===== src/rtl/regfile_wr_sched.sv =====
// regfile_wr_sched: owner of the register file write port (we3/wa3/wd3).
// After reset it optionally clears X0..X30, then round-robins the port
// between core writeback (A) and the debug/loader port (B).
// Writes aimed at the zero register are accepted but discarded and counted.
// Optional feature macro: REGFILE_INIT_EN enables the post-reset clear sequence;
// without it the scheduler comes out of reset directly in RUN.
module regfile_wr_sched #(
    parameter int N_REGS   = 32,
    parameter int DATA_W   = 64,
    parameter int ZERO_REG = 31,
    localparam int AW      = $clog2(N_REGS)
) (
    input  logic              clk,
    input  logic              reset,
    input  logic              a_valid,
    input  logic [AW-1:0]     a_wa,
    input  logic [DATA_W-1:0] a_wd,
    output logic              a_ready,
    input  logic              b_valid,
    input  logic [AW-1:0]     b_wa,
    input  logic [DATA_W-1:0] b_wd,
    output logic              b_ready,
    output logic              we3,
    output logic [AW-1:0]     wa3,
    output logic [DATA_W-1:0] wd3,
    output logic              init_busy,
    output logic              pend_valid,
    output logic [AW-1:0]     pend_wa,
    output logic [7:0]        drop_cnt
);

    typedef enum logic {INIT, RUN} state_t;
    typedef enum logic {RR_A, RR_B} rr_t;

    typedef struct packed {
        logic [AW-1:0]     wa;
        logic [DATA_W-1:0] wd;
    } wr_req_t;

`ifdef REGFILE_INIT_EN
    localparam state_t RST_STATE = INIT;
`else
    localparam state_t RST_STATE = RUN;
`endif

    state_t            state, state_nx;
    rr_t               rr, rr_nx;
    logic [AW-1:0]     cnt, cnt_nx;
    logic              we3_nx;
    logic [AW-1:0]     wa3_nx;
    logic [DATA_W-1:0] wd3_nx;
    logic [7:0]        drop_nx;
    logic              a_acc, b_acc;
    wr_req_t           win;

    // Readiness depends only on the other side's valid and the rr pointer,
    // never on our own valid, so a requester may look at ready before valid.
    always_comb begin
        a_ready = 1'b0;
        b_ready = 1'b0;
        if (!reset && state == RUN) begin
            a_ready = !b_valid || (rr == RR_A);
            b_ready = !a_valid || (rr == RR_B);
        end
        a_acc = a_valid && a_ready;
        b_acc = b_valid && b_ready;
        win   = a_acc ? '{wa: a_wa, wd: a_wd} : '{wa: b_wa, wd: b_wd};
    end

    // Next-state and next-output logic for the clear loop and the arbiter.
    always_comb begin
        state_nx = state;
        cnt_nx   = cnt;
        rr_nx    = rr;
        we3_nx   = 1'b0;
        wa3_nx   = wa3;
        wd3_nx   = wd3;
        drop_nx  = drop_cnt;
        case (state)
            INIT: begin
                we3_nx = 1'b1;
                wa3_nx = cnt;
                wd3_nx = '0;
                cnt_nx = cnt + 1'b1;
                // The last clear (X30) is issued on the same edge we leave INIT,
                // so a grant in the next cycle lands right behind it.
                if (cnt == AW'(N_REGS - 2))
                    state_nx = RUN;
            end
            RUN: begin
                if (a_acc || b_acc) begin
                    wa3_nx = win.wa;
                    wd3_nx = win.wd;
                    rr_nx  = a_acc ? RR_B : RR_A;
                    if (win.wa == AW'(ZERO_REG)) begin
                        if (drop_cnt != 8'hFF)
                            drop_nx = drop_cnt + 8'd1;
                    end else begin
                        we3_nx = 1'b1;
                    end
                end
            end
            default: state_nx = RST_STATE;
        endcase
    end

    // State and output registers; reset wins over any acceptance on the same edge.
    always_ff @(posedge clk) begin
        if (reset) begin
            state    <= RST_STATE;
            cnt      <= '0;
            rr       <= RR_A;
            we3      <= 1'b0;
            wa3      <= '0;
            wd3      <= '0;
            drop_cnt <= '0;
        end else begin
            state    <= state_nx;
            cnt      <= cnt_nx;
            rr       <= rr_nx;
            we3      <= we3_nx;
            wa3      <= wa3_nx;
            wd3      <= wd3_nx;
            drop_cnt <= drop_nx;
        end
    end

    assign init_busy  = reset || (state == INIT);
    assign pend_valid = we3;
    assign pend_wa    = wa3;

endmodule


===== config.mk =====
export PLATFORM = sky130hd
export DESIGN_NAME = regfile_wr_sched
export DESIGN_NICKNAME = d
export VERILOG_FILES = /design/src/rtl/regfile_wr_sched.sv
export SDC_FILE = /design/constraint.sdc
export NUM_CORES = 1
export LEC_CHECK = 0
export CAP_MARGIN = 25
export CELL_PAD_IN_SITES_DETAIL_PLACEMENT = 0
export CELL_PAD_IN_SITES_GLOBAL_PLACEMENT = 1
export CORE_MARGIN = 1
export CORE_UTILIZATION = 29
export DETAILED_ROUTE_END_ITERATION = 8
export GPL_TIMING_DRIVEN = 0
export PLACE_DENSITY_LB_ADDON = 0.1
export SLEW_MARGIN = 20
export SYNTH_ARGS = -nofsm -noshare
export SYNTH_HDL_FRONTEND = slang
export SYNTH_SLANG_ARGS = --single-unit

===== constraint.sdc =====
create_clock -name clk -period 5.1 [get_ports clk]
set_input_delay 1.02 -clock clk [delete_from_list [all_inputs] [get_ports clk]]
set_output_delay 1.02 -clock clk [all_outputs]
set_load 0.02 [all_outputs]

==> flow_summary_export.csv <==
group,metric,value,unit
final_layout,post_route_cells_drive_above_1_share,0.0485,
worst_setup_path,worst_r2r_startpoint,"drop_cnt[0]",
grt,grt_start_max_net_pins,13,
worst_setup_path,endpoint,"init_busy",
grt,number_of_antenna_violations_at_the_first_check_in_global_routing,0,
route,drt-wirelength-per-cell,15.7,um
floorplan,initial_utilization,0.302,
final_layout,insertedDiodeCount,0,
final_layout,postLayoutCoreUtil,0.518,
placement,placement.cell_area,0.00637,mm^2
worst_setup_path,timing.critical_path.arrival,2980,ps
grt,grt_use_total,0.189,
final_layout,finish.cell_count_without_fillers,832,
timing,skew,4.74,ps
floorplan,floorplan.die.height,118,um
final_layout,design.final.nets,801,
final_layout,layout.cells.most_common_list,"sky130_fd_sc_hd__clkdlybuf4s50_1, sky130_fd_sc_hd__dfxtp_1, sky130_fd_sc_hd__nor2_1, sky130_fd_sc_hd__mux2i_1, sky130_fd_sc_hd__a211oi_1",
grt,grt_pass1_wl,20700,um
floorplan,placeable_core_region,0.0128,mm^2
timing,rsz0062_at_grt,"false",
worst_setup_path,ff2ff_setup_slack,3090,ps
worst_setup_path,reg2regPathDepth,6,
power_and_ir_drop,p_per_area,269,mW/mm^2
synth,syn_inst,417,
timing,timing_hold_violations_final,0,
worst_setup_path,worst_setup_path_category,"input pin to output port",
floorplan,area_of_the_die,0.0138,mm^2
route,finalWirelength,13100,um
floorplan,num_rows,41,
worst_setup_path,r2r-end,"drop_cnt[1]",
route,drt_first_pass_iters,4,
floorplan,io-pin-count,229,
worst_setup_path,cp-start-kind,"input pin",
synth,synth.yosys.seq_area_share,0.439,
final_layout,mostFrequentLayoutCell,"sky130_fd_sc_hd__clkdlybuf4s50_1",
timing,totalNegativeSetupSlack,0,ps
clocking,post_cts.resized_instances,0,
flow_run,max_cap_viols,0,
floorplan,die_w,118,um
power_and_ir_drop,finalPower,1.79,mW
timing,worst_case_headroom_to_the_max_slew_limit,0.608,
clocking,clock_path_buffers,2,
clocking,cts-hold-fix-buffers,0,
worst_setup_path,worst-endpoint-required,4080,ps
clocking,cts_htree_levels,3,
worst_setup_path,critical_path.startpoint,"reset",
route,detail-route-antenna-nets,0,
route,detail_route.drc_violations,0,
placement,placement.io_buffers,228,
clocking,clock_tree.root_cell,"sky130_fd_sc_hd__clkbuf_16",
timing,timing.final.setup_violations,0,
route,drt_iter0_markers,110,
synth,ys_seq_elements,85,
clocking,clkLatencyLatePin,330,ps
power_and_ir_drop,total_leakage_power,2.75,nW
synth,post_synth_instance_area,0.00387,mm^2
placement,hpwl,10300,um
timing,min_period,4000,ps
route,dr_total_vias,3929,
timing,finalMaxSlewViolations,0,
clocking,clock_tree_from_tritoncts,"built",
synth,ys_types,33,
timing,clock.fmax,250,MHz
worst_setup_path,setup.worst_path.end_class,"output port",
hold_path,min_path_type,"flip-flop to flip-flop",
route,avgViaCountPerCell,4.72,
synth,synth_fp_nets,562,
clocking,numCtsBuffers,9,
placement,dpl.cell_count,817,
clocking,cts.sinks,85,
timing,layout_worst_path_cycle_share,0.783,
outcome,outcome,"finished clean",
clocking,worst_setup_hold_path_clk_slew,60,ps
worst_setup_path,timing.critical_path.fanout_max,10,
final_layout,area_growth_syn_to_layout,71.7,%
final_layout,fin_area,0.00665,mm^2
synth,ys.warnings.count,0,
power_and_ir_drop,peakVddDrop,0.127,mV
grt,grt_pass1_vias,3870,
timing,worst_pin_slew,588,ps
synth,post_synth.cell_area_avg,9.29,um^2
placement,routabilityCongestion,0.745,
clocking,post-cts-setup-buffer-count,0,
grt,grt_residual_overflow,0,
[registers in the layout (all words and copies together), names as in the netlist]
signal and cells:
wd3 64, drop_cnt 8, cnt 5, pend_wa 5
pend_valid 1, rr 1, state 1
[metrics by stage]
stage,hold slack [ps],setup WS [ps]
CTS,498,1070
finish,496,1100
global route,518,929
detailed placement,491,1080
floorplan,462,2210
global placement,481,1110
[how the worst min path moves through the flow]
| stage | startpoint | to | slack [ps] | cells past startpoint |
|---|---|---|---|---|
| 6_report | wd3[32] | wd3[32] | 500 | 2 |
| 5_1_grt | wd3[46] | wd3[46] | 520 | 2 |
| 2_1_floorplan | cnt[4] | state | 460 | 2 |
| 4_1_cts | wd3[16] | wd3[16] | 500 | 2 |
| 3_5_place_dp | wd3[29] | wd3[29] | 490 | 2 |
| 3_3_place_gp | drop_cnt[7] | drop_cnt[7] | 480 | 2 |
[cell type report]
type                       instances  area [um^2]
buffer                            42          194
clock buffer                      14          274
clock inverter                     1         5.00
fill                            1233         6180
inverter                           4         15.0
multi-input combinational        286         1960
sequential                        85         1700
tap                              172          215
timing repair buffer             228         2280
[where the power goes]
part | internal, mW | switching, mW | leakage, nW
registers | 0.709 | 0.0238 | 0.702
logic | 0.241 | 0.199 | 1.91
clock network | 0.367 | 0.246 | 0.139
[cell families (layout without fill, tap and decap cells)]
kind of cell / count (synthesis) / in the layout / share of synthesized area
flip-flops: 85 / 85 / 0.439
XOR/XNOR: 3 / 3 / 0.00679
buffers and inverters: 46 / 289 / 0.0540
AND/OR/NAND/NOR: 111 / 111 / 0.126
AO/OA/AOI/OAI: 98 / 98 / 0.179
adder cells (fa/ha/maj): 3 / 3 / 0.00969
multiplexers: 71 / 71 / 0.185
[worst max-delay path: stages]
cell	delay (ps)
sky130_fd_sc_hd__clkdlybuf4s50_1	520
sky130_fd_sc_hd__inv_2	80
sky130_fd_sc_hd__nand2_1	260
sky130_fd_sc_hd__clkbuf_1	400
sky130_fd_sc_hd__clkdlybuf4s50_1	700
[synth_stat cells, drive strengths merged]
master,instances,share of area
o41ai,1,0.0023
nor3,2,0.0026
or2,1,0.0016
o31ai,5,0.0097
ha,3,0.0097
dfxtp,85,0.44
buf,20,0.029
xor2,2,0.0045
mux2i,69,0.18
nand4,2,0.0032
clkbuf,22,0.021
o21ai,6,0.0078
mux2,2,0.0068
and3,5,0.0081
o31a,1,0.0023
xnor2,1,0.0023
inv,4,0.0039
nand2b,4,0.0065
a311o,1,0.0026
nor2b,3,0.0048
a21o,5,0.0097
or4,5,0.0097
nand3,9,0.012
or3,1,0.0016
nand2,4,0.0039
o311ai,1,0.0023
a211oi,64,0.12
a21oi,14,0.018
nor2,75,0.073
[per-layer routing]
layer / vias to the layer above / track usage / share of wire
met5: - / 0 / 0
met3: 13 / 0.0533 / 0.069
met2: 142 / 0.329 / 0.48
met1: 1796 / 0.226 / 0.44
li1: 1978 / - / -
met4: 0 / 0.0545 / 0.017
(Power assumes the default switching activity.)
